$ cat src/rtl/img_pkg.sv
// Shared constants and FSM encoding for the raster pixel streamer.
// Frame layout is BMP bottom-up, 3 bytes per pixel in B,G,R order.
package img_pkg;

    localparam int DEF_WIDTH       = 768;
    localparam int DEF_HEIGHT      = 512;
    localparam int BYTES_PER_PIXEL = 3;

    localparam int CH_B = 0;
    localparam int CH_G = 1;
    localparam int CH_R = 2;

    typedef enum logic [2:0] {
        ST_IDLE,
        ST_RD_B,
        ST_RD_G,
        ST_RD_R,
        ST_CAPT,
        ST_OUT
    } state_t;

endpackage

$ cat src/rtl/raster_addr_gen.sv
// Top-down x/y raster counters and bottom-up frame-buffer pixel base address.
// Column offset is tracked as a running 3*x so no multiplier is needed.
module raster_addr_gen
    import img_pkg::*;
#(
    parameter int WIDTH   = DEF_WIDTH,
    parameter int HEIGHT  = DEF_HEIGHT,
    parameter int ADDR_W  = 21,
    parameter int COORD_W = 16
) (
    input  logic               clk,
    input  logic               rst,
    input  logic               i_step,
    input  logic               i_reload,
    output logic [COORD_W-1:0] o_x,
    output logic [COORD_W-1:0] o_y,
    output logic [ADDR_W-1:0]  o_pix_base,
    output logic               o_last
);

    localparam logic [ADDR_W-1:0] ROW_BYTES =
        ADDR_W'(WIDTH * BYTES_PER_PIXEL);
    localparam logic [ADDR_W-1:0] BASE_TOP =
        ADDR_W'(WIDTH * BYTES_PER_PIXEL * (HEIGHT - 1));
    localparam logic [ADDR_W-1:0] PIX_BYTES =
        ADDR_W'(BYTES_PER_PIXEL);
    localparam logic [COORD_W-1:0] X_MAX = COORD_W'(WIDTH - 1);
    localparam logic [COORD_W-1:0] Y_MAX = COORD_W'(HEIGHT - 1);

    logic [COORD_W-1:0] r_x;
    logic [COORD_W-1:0] r_y;
    logic [ADDR_W-1:0]  r_row_base;
    logic [ADDR_W-1:0]  r_col_off;
    logic               w_eol;

    assign w_eol      = (r_x == X_MAX);
    assign o_last     = w_eol && (r_y == Y_MAX);
    assign o_x        = r_x;
    assign o_y        = r_y;
    assign o_pix_base = r_row_base + r_col_off;

    always_ff @(posedge clk or posedge rst) begin
        if (rst) begin
            r_x        <= '0;
            r_y        <= '0;
            r_row_base <= BASE_TOP;
            r_col_off  <= '0;
        end else if (i_reload || (i_step && o_last)) begin
            r_x        <= '0;
            r_y        <= '0;
            r_row_base <= BASE_TOP;
            r_col_off  <= '0;
        end else if (i_step) begin
            if (w_eol) begin
                r_x        <= '0;
                r_y        <= r_y + 1'b1;
                r_row_base <= r_row_base - ROW_BYTES;
                r_col_off  <= '0;
            end else begin
                r_x       <= r_x + 1'b1;
                r_col_off <= r_col_off + PIX_BYTES;
            end
        end
    end

endmodule

$ cat src/rtl/raster_pixel_streamer.sv
// Reads B,G,R bytes per pixel from a 1-cycle sync RAM and presents them
// as a valid/ready RGB stream in top-down raster order with frame/line flags.
module raster_pixel_streamer
    import img_pkg::*;
#(
    parameter int WIDTH   = DEF_WIDTH,
    parameter int HEIGHT  = DEF_HEIGHT,
    parameter int ADDR_W  = 21,
    parameter int COORD_W = 16
) (
    input  logic               clk,
    input  logic               rst,
    input  logic               start,
    input  logic               abort,
    output logic               busy,
    output logic               done,
    output logic               mem_rd_en,
    output logic [ADDR_W-1:0]  mem_addr,
    input  logic [7:0]         mem_rd_data,
    output logic               pix_valid,
    input  logic               pix_ready,
    output logic [7:0]         pix_r,
    output logic [7:0]         pix_g,
    output logic [7:0]         pix_b,
    output logic [COORD_W-1:0] pix_x,
    output logic [COORD_W-1:0] pix_y,
    output logic               pix_sof,
    output logic               pix_eol,
    output logic               pix_eof
);

    localparam logic [COORD_W-1:0] X_MAX = COORD_W'(WIDTH - 1);

    state_t             r_state;
    state_t             w_next;
    logic               w_hs;
    logic               w_reload;
    logic               w_last;
    logic [ADDR_W-1:0]  w_pix_base;
    logic [COORD_W-1:0] w_x;
    logic [COORD_W-1:0] w_y;
    logic               r_done;
    logic [7:0]         r_b;
    logic [7:0]         r_g;
    logic [7:0]         r_r;

    raster_addr_gen #(
        .WIDTH   (WIDTH),
        .HEIGHT  (HEIGHT),
        .ADDR_W  (ADDR_W),
        .COORD_W (COORD_W)
    ) u_addr (
        .clk        (clk),
        .rst        (rst),
        .i_step     (w_hs),
        .i_reload   (w_reload),
        .o_x        (w_x),
        .o_y        (w_y),
        .o_pix_base (w_pix_base),
        .o_last     (w_last)
    );

    always_ff @(posedge clk or posedge rst) begin
        if (rst) begin
            r_state <= ST_IDLE;
            r_done  <= 1'b0;
        end else begin
            r_state <= w_next;
            r_done  <= w_hs && w_last;
        end
    end

    // Each capture takes the byte requested by the previous read state.
    always_ff @(posedge clk or posedge rst) begin
        if (rst) begin
            r_b <= '0;
            r_g <= '0;
            r_r <= '0;
        end else begin
            if (r_state == ST_RD_G) r_b <= mem_rd_data;
            if (r_state == ST_RD_R) r_g <= mem_rd_data;
            if (r_state == ST_CAPT) r_r <= mem_rd_data;
        end
    end

    always_comb begin
        w_next    = r_state;
        mem_rd_en = 1'b0;
        mem_addr  = '0;
        pix_valid = 1'b0;
        w_hs      = 1'b0;
        w_reload  = 1'b0;
        unique case (r_state)
            ST_IDLE: begin
                if (start) w_next = ST_RD_B;
            end
            ST_RD_B: begin
                mem_rd_en = 1'b1;
                mem_addr  = w_pix_base + ADDR_W'(CH_B);
                w_next    = ST_RD_G;
            end
            ST_RD_G: begin
                mem_rd_en = 1'b1;
                mem_addr  = w_pix_base + ADDR_W'(CH_G);
                w_next    = ST_RD_R;
            end
            ST_RD_R: begin
                mem_rd_en = 1'b1;
                mem_addr  = w_pix_base + ADDR_W'(CH_R);
                w_next    = ST_CAPT;
            end
            ST_CAPT: begin
                w_next = ST_OUT;
            end
            ST_OUT: begin
                pix_valid = 1'b1;
                w_hs      = pix_ready;
                if (pix_ready) w_next = w_last ? ST_IDLE : ST_RD_B;
            end
            default: w_next = ST_IDLE;
        endcase
        // Abort masks valid so downstream never sees a handshake it lost.
        if (abort && (r_state != ST_IDLE)) begin
            w_next    = ST_IDLE;
            w_reload  = 1'b1;
            w_hs      = 1'b0;
            pix_valid = 1'b0;
        end
    end

    assign busy    = (r_state != ST_IDLE);
    assign done    = r_done;
    assign pix_b   = r_b;
    assign pix_g   = r_g;
    assign pix_r   = r_r;
    assign pix_x   = w_x;
    assign pix_y   = w_y;
    assign pix_sof = pix_valid && (w_x == '0) && (w_y == '0);
    assign pix_eol = pix_valid && (w_x == X_MAX);
    assign pix_eof = pix_valid && w_last;

endmodule
$ cat config.mk
export PLATFORM = sky130hd
export DESIGN_NAME = raster_pixel_streamer
export DESIGN_NICKNAME = d
export VERILOG_FILES = /design/src/rtl/img_pkg.sv /design/src/rtl/raster_addr_gen.sv /design/src/rtl/raster_pixel_streamer.sv
export SDC_FILE = /design/constraint.sdc
export NUM_CORES = 1
export LEC_CHECK = 0
export ABC_CLOCK_PERIOD_IN_PS = 4250
export BUFFER_PORTS_ARGS = -buffer_cell sky130_fd_sc_hd__buf_2
export CORE_MARGIN = 2
export CORE_UTILIZATION = 58
export DETAILED_ROUTE_END_ITERATION = 16
export PLACE_DENSITY = 0.81
export SLEW_MARGIN = 20
export SYNTH_ARGS = -nofsm -noshare
export SYNTH_HDL_FRONTEND = slang
export SYNTH_SLANG_ARGS = --single-unit
export TNS_END_PERCENT = 20
$ cat constraint.sdc
create_clock -name clk -period 4.25 [get_ports clk]
set_input_delay 0.85 -clock clk [delete_from_list [all_inputs] [get_ports clk]]
set_output_delay 0.85 -clock clk [all_outputs]
set_load 0.01 [all_outputs]
Yosys cells after proc, flatten, opt, wreduce, memory -nomap -nowiden
Index checks and enable logic that the tools add are counted.

operators by class
  add/subtract/negate cells = 7
  equality and inequality tests = 9
  muxes and demuxes = 24
  reduce and logical (&&, ||, !) cells = 17

operators by type and width
  cell                    count
  $mux 21                 6
  $mux 16                 6
  $pmux 21 s3             1
  $add 21x2->21 const B   2
  $add 16x1->16 const B   2
  $logic_not 16->1        2
  $add 21x1->21 const B   1
  $add 21x21->21          1
  $sub 21x12->21 const B  1
  $pmux 3 s6              1
  $eq 16x10->1 const B    1
  $eq 16x9->1 const B     1
  $mux 3                  3
  $logic_and 1x1->1       7
  $mux 1                  7
  $eq 3x2->1 const B      2
  $eq 3x3->1 const B      2
  $ne 3x3->1 const B      2
  $reduce_and 2->1        2
  $reduce_bool 2->1       2
  $eq 3x1->1 const B      1
  $logic_not 3->1         1
  $reduce_bool 3->1       1
  $reduce_or 3->1         1
  $logic_or 1x1->1        1

storage, ports and cells
  flip-flop bits (word level) = 102
  input port bits = 13
  output and inout bits = 84
  logic and storage cells = 66

Depth between registers and ports, before layout
  word-level depth = 7
  gate-level depth with buffers = 10
  gate-level depth less buffers = 8

By module
Synthesis repeated with hierarchy kept, for this count alone.

second synthesis, totals
  cells, all modules = 717
  area, all modules = 6293.5 um^2

by module, submodules not included
  module                 instances  cells each  area an instance (um^2)  sequential area each (um^2)
  raster_addr_gen        1          450         4046.4                   1662.8
  raster_pixel_streamer  1          267         2247.2                   700.7

Worst setup path before layout
Ideal clock, no wire load.

  path kind = reg-to-output
  from = register u_addr.r_row_base[9]
  to = output port mem_addr[17]
  arrival time = 2.718 ns
  data required time = 3.400 ns
  slack = 0.682 ns
  stages on the path, launching flop included = 9
  buffers on the path = 0
  cell sequence = dfstp_2 -> ha_1 -> a211o_2 -> a211o_2 -> a211oi_1 -> o21bai_1 -> or2_2 -> nor3_1 -> a211oi_1

between the ends
  longest elaborated chain between the ends = 3
  elaborated cells between the ends (all ways) = 4
  those cells by class = 3 x add/sub; 1 x mux

ends and longest elaborated chain
  item                                                   RTL line                                                    text
  start, declared                                        raster_addr_gen.sv:32                                       logic [ADDR_W-1:0] r_row_base;
  start signal, assigned                                 raster_addr_gen.sv:57                                       r_row_base <= r_row_base - ROW_BYTES;
  $add 21x21->21 *                                       raster_addr_gen.sv:40                                       assign o_pix_base = r_row_base + r_col_off;
  $add 21x2->21 / $add 21x1->21 (equally long branches)  raster_pixel_streamer.sv:109, raster_pixel_streamer.sv:104
  $pmux 21 s3 *                                          raster_pixel_streamer.sv:93                                 unique case (r_state)
  end, declared                                          raster_pixel_streamer.sv:18                                 output logic [ADDR_W-1:0] mem_addr,

Every way passes the cells marked *; elsewhere a longest branch is shown, timed or not.

Worst setup path after layout
  from = register u_addr.r_row_base[8]
  to = output port mem_addr[12]

The elaborated chain is that of the path after synthesis.

==> flow_results.xml <==
<?xml version="1.0" encoding="UTF-8"?>
<metrics>
  <group name="timing">
    <metric name="final-max-slew-violation-count" unit="">0</metric>
    <metric name="tightest_slew" unit="ns">0.879</metric>
    <metric name="slew-limit-headroom" unit="%">39.9</metric>
    <metric name="fmax" unit="MHz">241</metric>
    <metric name="crit_share_post_route" unit="%">97.8</metric>
    <metric name="clock-skew-final" unit="ns">0.0148</metric>
    <metric name="count_of_final_hold_check_violations" unit="">0</metric>
    <metric name="rsz0062_at_grt" unit="">true</metric>
    <metric name="setup_violations" unit="">0</metric>
    <metric name="finalCriticalPeriod" unit="ns">4.16</metric>
  </group>
  <group name="yosys">
    <metric name="synth.cell_area" unit="um^2">6020</metric>
    <metric name="netlist_instances" unit="">685</metric>
    <metric name="yosys.area.top_type_share" unit="%">35.4</metric>
    <metric name="postSynth.asyncResetShare" unit="%">100</metric>
    <metric name="synthTopCellsByArea" unit="">dfrtp_1, xor2_1, nand2_1, ha_1, nor2_1</metric>
    <metric name="synthesis.nets" unit="">721</metric>
    <metric name="synth-edff-count" unit="">0</metric>
    <metric name="netlist.top_cell.by_area" unit="">dfrtp_1</metric>
    <metric name="synth-main-ff-cell" unit="">dfrtp_1</metric>
    <metric name="synthesis.area_per_instance" unit="um^2">8.78</metric>
    <metric name="synth.ff_latch_count" unit="">94</metric>
    <metric name="ys_seq_area_share" unit="%">39.3</metric>
    <metric name="post_synth_cell_types" unit="">60</metric>
    <metric name="synth_warnings" unit="">0</metric>
  </group>
  <group name="grt">
    <metric name="grt_overflow" unit="">0</metric>
    <metric name="wire_length_of_the_first_global_routing_pass" unit="mm">24.8</metric>
    <metric name="grt_pass1_vias" unit="">4997</metric>
    <metric name="grt.total_usage" unit="%">27.4</metric>
    <metric name="pin_count_of_the_biggest_net_entering_global_routing" unit="">58</metric>
    <metric name="antenna_found_initial" unit="">0</metric>
  </group>
  <group name="min_path">
    <metric name="worst_hold_path_type" unit="">input port to async pin</metric>
  </group>
  <group name="finish">
    <metric name="commonest_non_fill_non_tap_cells_in_the_layout" unit="">buf_2, nand2_1, dfrtp_1</metric>
    <metric name="area_delta_synth_final" unit="%">15.0</metric>
    <metric name="nNetsFinal" unit="">810</metric>
    <metric name="area_of_all_sequential_standard_cells" unit="um^2">2360</metric>
    <metric name="most_common_library_cell_in_the_layout_ignoring_fill_and_taps" unit="">buf_2</metric>
    <metric name="num_antenna_cells" unit="">0</metric>
    <metric name="multiInputGateArea" unit="um^2">3530</metric>
    <metric name="finished_layout_cells" unit="">915</metric>
    <metric name="layout.cell_area.non_filler" unit="um^2">6920</metric>
    <metric name="post_route_cells_drive_above_1_share" unit="%">22.1</metric>
    <metric name="number_of_fillers_in_the_final_layout" unit="">846</metric>
  </group>
  <group name="worst_setup_path">
    <metric name="crit_path_start_kind" unit="">flip-flop</metric>
    <metric name="critical_path.endpoint" unit="">mem_addr[12]</metric>
    <metric name="worst_r2r_endpoint" unit="">u_addr.r_row_base[11]</metric>
    <metric name="crit_path_start" unit="">u_addr.r_row_base[8]</metric>
    <metric name="worst_ep_arrival_time" unit="ns">3.31</metric>
    <metric name="crit_required" unit="ns">3.40</metric>
    <metric name="timing.critical_path.fanout_max" unit="">6</metric>
    <metric name="timing.setup.critical_path_class" unit="">flip-flop to output port</metric>
    <metric name="r2r_setup_slack" unit="ns">1.32</metric>
    <metric name="end_kind" unit="">output port</metric>
    <metric name="rr_startpoint" unit="">u_addr.o_x[3]</metric>
    <metric name="timing.reg2reg.worst_path_depth" unit="">8</metric>
  </group>
  <group name="routing">
    <metric name="detailroute.via_count" unit="">5452</metric>
    <metric name="drcViolationCount" unit="">0</metric>
    <metric name="top_layer" unit="">met4</metric>
    <metric name="route.detailed.wl_per_inst" unit="um">16.6</metric>
    <metric name="met3_length" unit="um">920</metric>
    <metric name="drt_pass1_iterations" unit="">5</metric>
    <metric name="wl_met1" unit="mm">6.77</metric>
    <metric name="routed_via_density" unit="">5.96</metric>
    <metric name="first_iter_violations" unit="">327</metric>
    <metric name="met2WireLength" unit="mm">7.25</metric>
    <metric name="drtAntennaViolNets" unit="">0</metric>
    <metric name="wl" unit="mm">15.2</metric>
  </group>
  <group name="clock_network">
    <metric name="clk_pin_slew_worst_paths" unit="ns">0.09</metric>
    <metric name="cts_sinks" unit="">94</metric>
    <metric name="clock_latency" unit="ns">0.39</metric>
    <metric name="clock_tree_from_tritoncts" unit="">built</metric>
    <metric name="cts_inserted_buffers" unit="">9</metric>
    <metric name="ctsRootBufferMaster" unit="">clkbuf_8</metric>
    <metric name="cts_max_level" unit="">3</metric>
    <metric name="clock_path_buffers" unit="">2</metric>
  </group>
  <group name="outcome">
    <metric name="outcome" unit="">complete, no violations</metric>
  </group>
  <group name="place">
    <metric name="gpl.final_weighted_congestion" unit="">0.912</metric>
    <metric name="count_of_input_and_output_buffers" unit="">96</metric>
    <metric name="placed_cells" unit="">899</metric>
    <metric name="place_area" unit="um^2">6630</metric>
    <metric name="dp_hpwl" unit="mm">11.2</metric>
  </group>
  <group name="flow_run">
    <metric name="count_of_maximum_capacitance_violations" unit="">0</metric>
  </group>
  <group name="power_and_ir_drop">
    <metric name="cellLeakagePower" unit="uW">0.00326</metric>
    <metric name="ir_drop" unit="uV">245</metric>
    <metric name="power.density_cell_area" unit="nW/um^2">456</metric>
  </group>
  <group name="floorplan">
    <metric name="rows" unit="">37</metric>
    <metric name="effective_utilization_at_floorplan" unit="%">59.1</metric>
    <metric name="chipHeight" unit="um">106</metric>
    <metric name="die_width" unit="um">106</metric>
    <metric name="num_io_pins" unit="">97</metric>
    <metric name="design.core.area" unit="um^2">10200</metric>
    <metric name="die-area" unit="um^2">11200</metric>
  </group>
</metrics>
[state kept, by name, indices dropped and copies added, names as in the netlist]
signal and cells:
pix_r 8, done 1, u_addr.o_x 16, u_addr.r_row_base 13, pix_g 8, pix_b 8, u_addr.o_y 16, r_state 3
u_addr.r_col_off 21
[repair_timing]
| action | in CTS | in global routing |
|---|---|---|
| endpoints found under the setup margin | 4 | 5 |
| hold buffers | 0 | 0 |
| endpoints found under the hold margin | 0 | 0 |
| pin swaps | 0 | 1 |
| buffers inserted | 0 | 0 |
| gates resized for setup | 3 | 9 |
[area by class of cell]
type / instances / share of cell area (%)
Multi-Input combinational cell: 543 / 51.0
Sequential cell: 94 / 34.2
Timing Repair Buffer: 104 / 7.81
Tap cell: 136 / 2.46
Clock buffer: 10 / 1.99
Clock inverter: 6 / 1.32
Inverter: 22 / 1.21
[routing by layer]
| metal | global-route usage [%] | vias to the layer above |
|---|---|---|
| met4 | 7.99 | 0 |
| li1 | - | 2597 |
| met3 | 4.82 | 34 |
| met5 | 0 | - |
| met1 | 37.4 | 2612 |
| met2 | 44.7 | 209 |
[how the worst min path moves through the flow]
stage	start	end	slack [ns]	depth (start not counted)
finish	rst	u_addr.o_y[14]	0.30	2
global route	rst	u_addr.o_y[15]	0.30	2
CTS	rst	u_addr.o_y[15]	0.29	2
detailed placement	pix_b[1]	pix_b[1]	0.46	2
global placement	pix_b[3]	pix_b[3]	0.45	2
floorplan	u_addr.r_row_base[9]	u_addr.r_row_base[9]	0.49	2
[metrics by stage]
stage          setup TNS, ns  utilization [%]  power, uW  setup slack, ns  hold slack [ns]
6_report                   0             67.9       3160           0.0927            0.298
2_1_floorplan              0                -       2010            0.682            0.487
3_3_place_gp               0             65.1       2400            0.496            0.452
5_1_grt              -0.0480             67.9       3340          -0.0286            0.302
4_1_cts                    0             67.5       3140           0.0480            0.292
3_5_place_dp               0             65.1       2450            0.364            0.462
[cells by family (layout without fill, tap and decap cells)]
logic type / Yosys count / in the layout / synth area share (%)
XOR/XNOR: 76 / 76 / 11.2
AO/OA/AOI/OAI: 122 / 122 / 13.5
buffers and inverters: 48 / 142 / 3.06
AND/OR/NAND/NOR: 303 / 303 / 24.7
multiplexers: 19 / 19 / 3.51
adder cells (fa/ha/maj): 23 / 23 / 4.78
flip-flops: 94 / 94 / 39.3
[worst max-delay path, cell delays in order, from the launching register on]
cell and delay, ns:
dfstp_2 0.58, ha_1 0.29, xor2_1 0.33, nand3_1 0.25, or3_1 0.46, or4b_2 0.63
a31oi_1 0.22, buf_2 0.16
[synthesized netlist by cell type, drive strengths merged, types with 2 or more instances]
master	instances
a211oi	9
mux2	17
o21bai	6
nand2	86
and4	6
mux2i	2
dfrtp	85
a31oi	7
nor4	11
nor4b	2
a21oi	28
a22oi	4
o21ai	30
dfstp	9
nand2b	4
and2	8
o211ai	3
ha	23
o22ai	5
and3	8
a21boi	2
xor2	43
buf	3
nand3	28
nor3b	4
nand4	14
clkbuf	23
nand4b	2
a2111oi	4
nor2b	8
or4	3
o31ai	3
a211o	6
nor3	24
nor2	76
a32oi	3
or3	13
inv	22
xnor2	33
o21a	2
or2	4
[power by group]
| group | total, uW | internal [uW] | switching, uW |
|---|---|---|---|
| clock | 691 | 352 | 340 |
| sequential | 1200 | 1070 | 129 |
| combinational | 1270 | 494 | 775 |
| total | 3160 | 1910 | 1240 |
No activity file was read; power rests on OpenSTA's default activity.
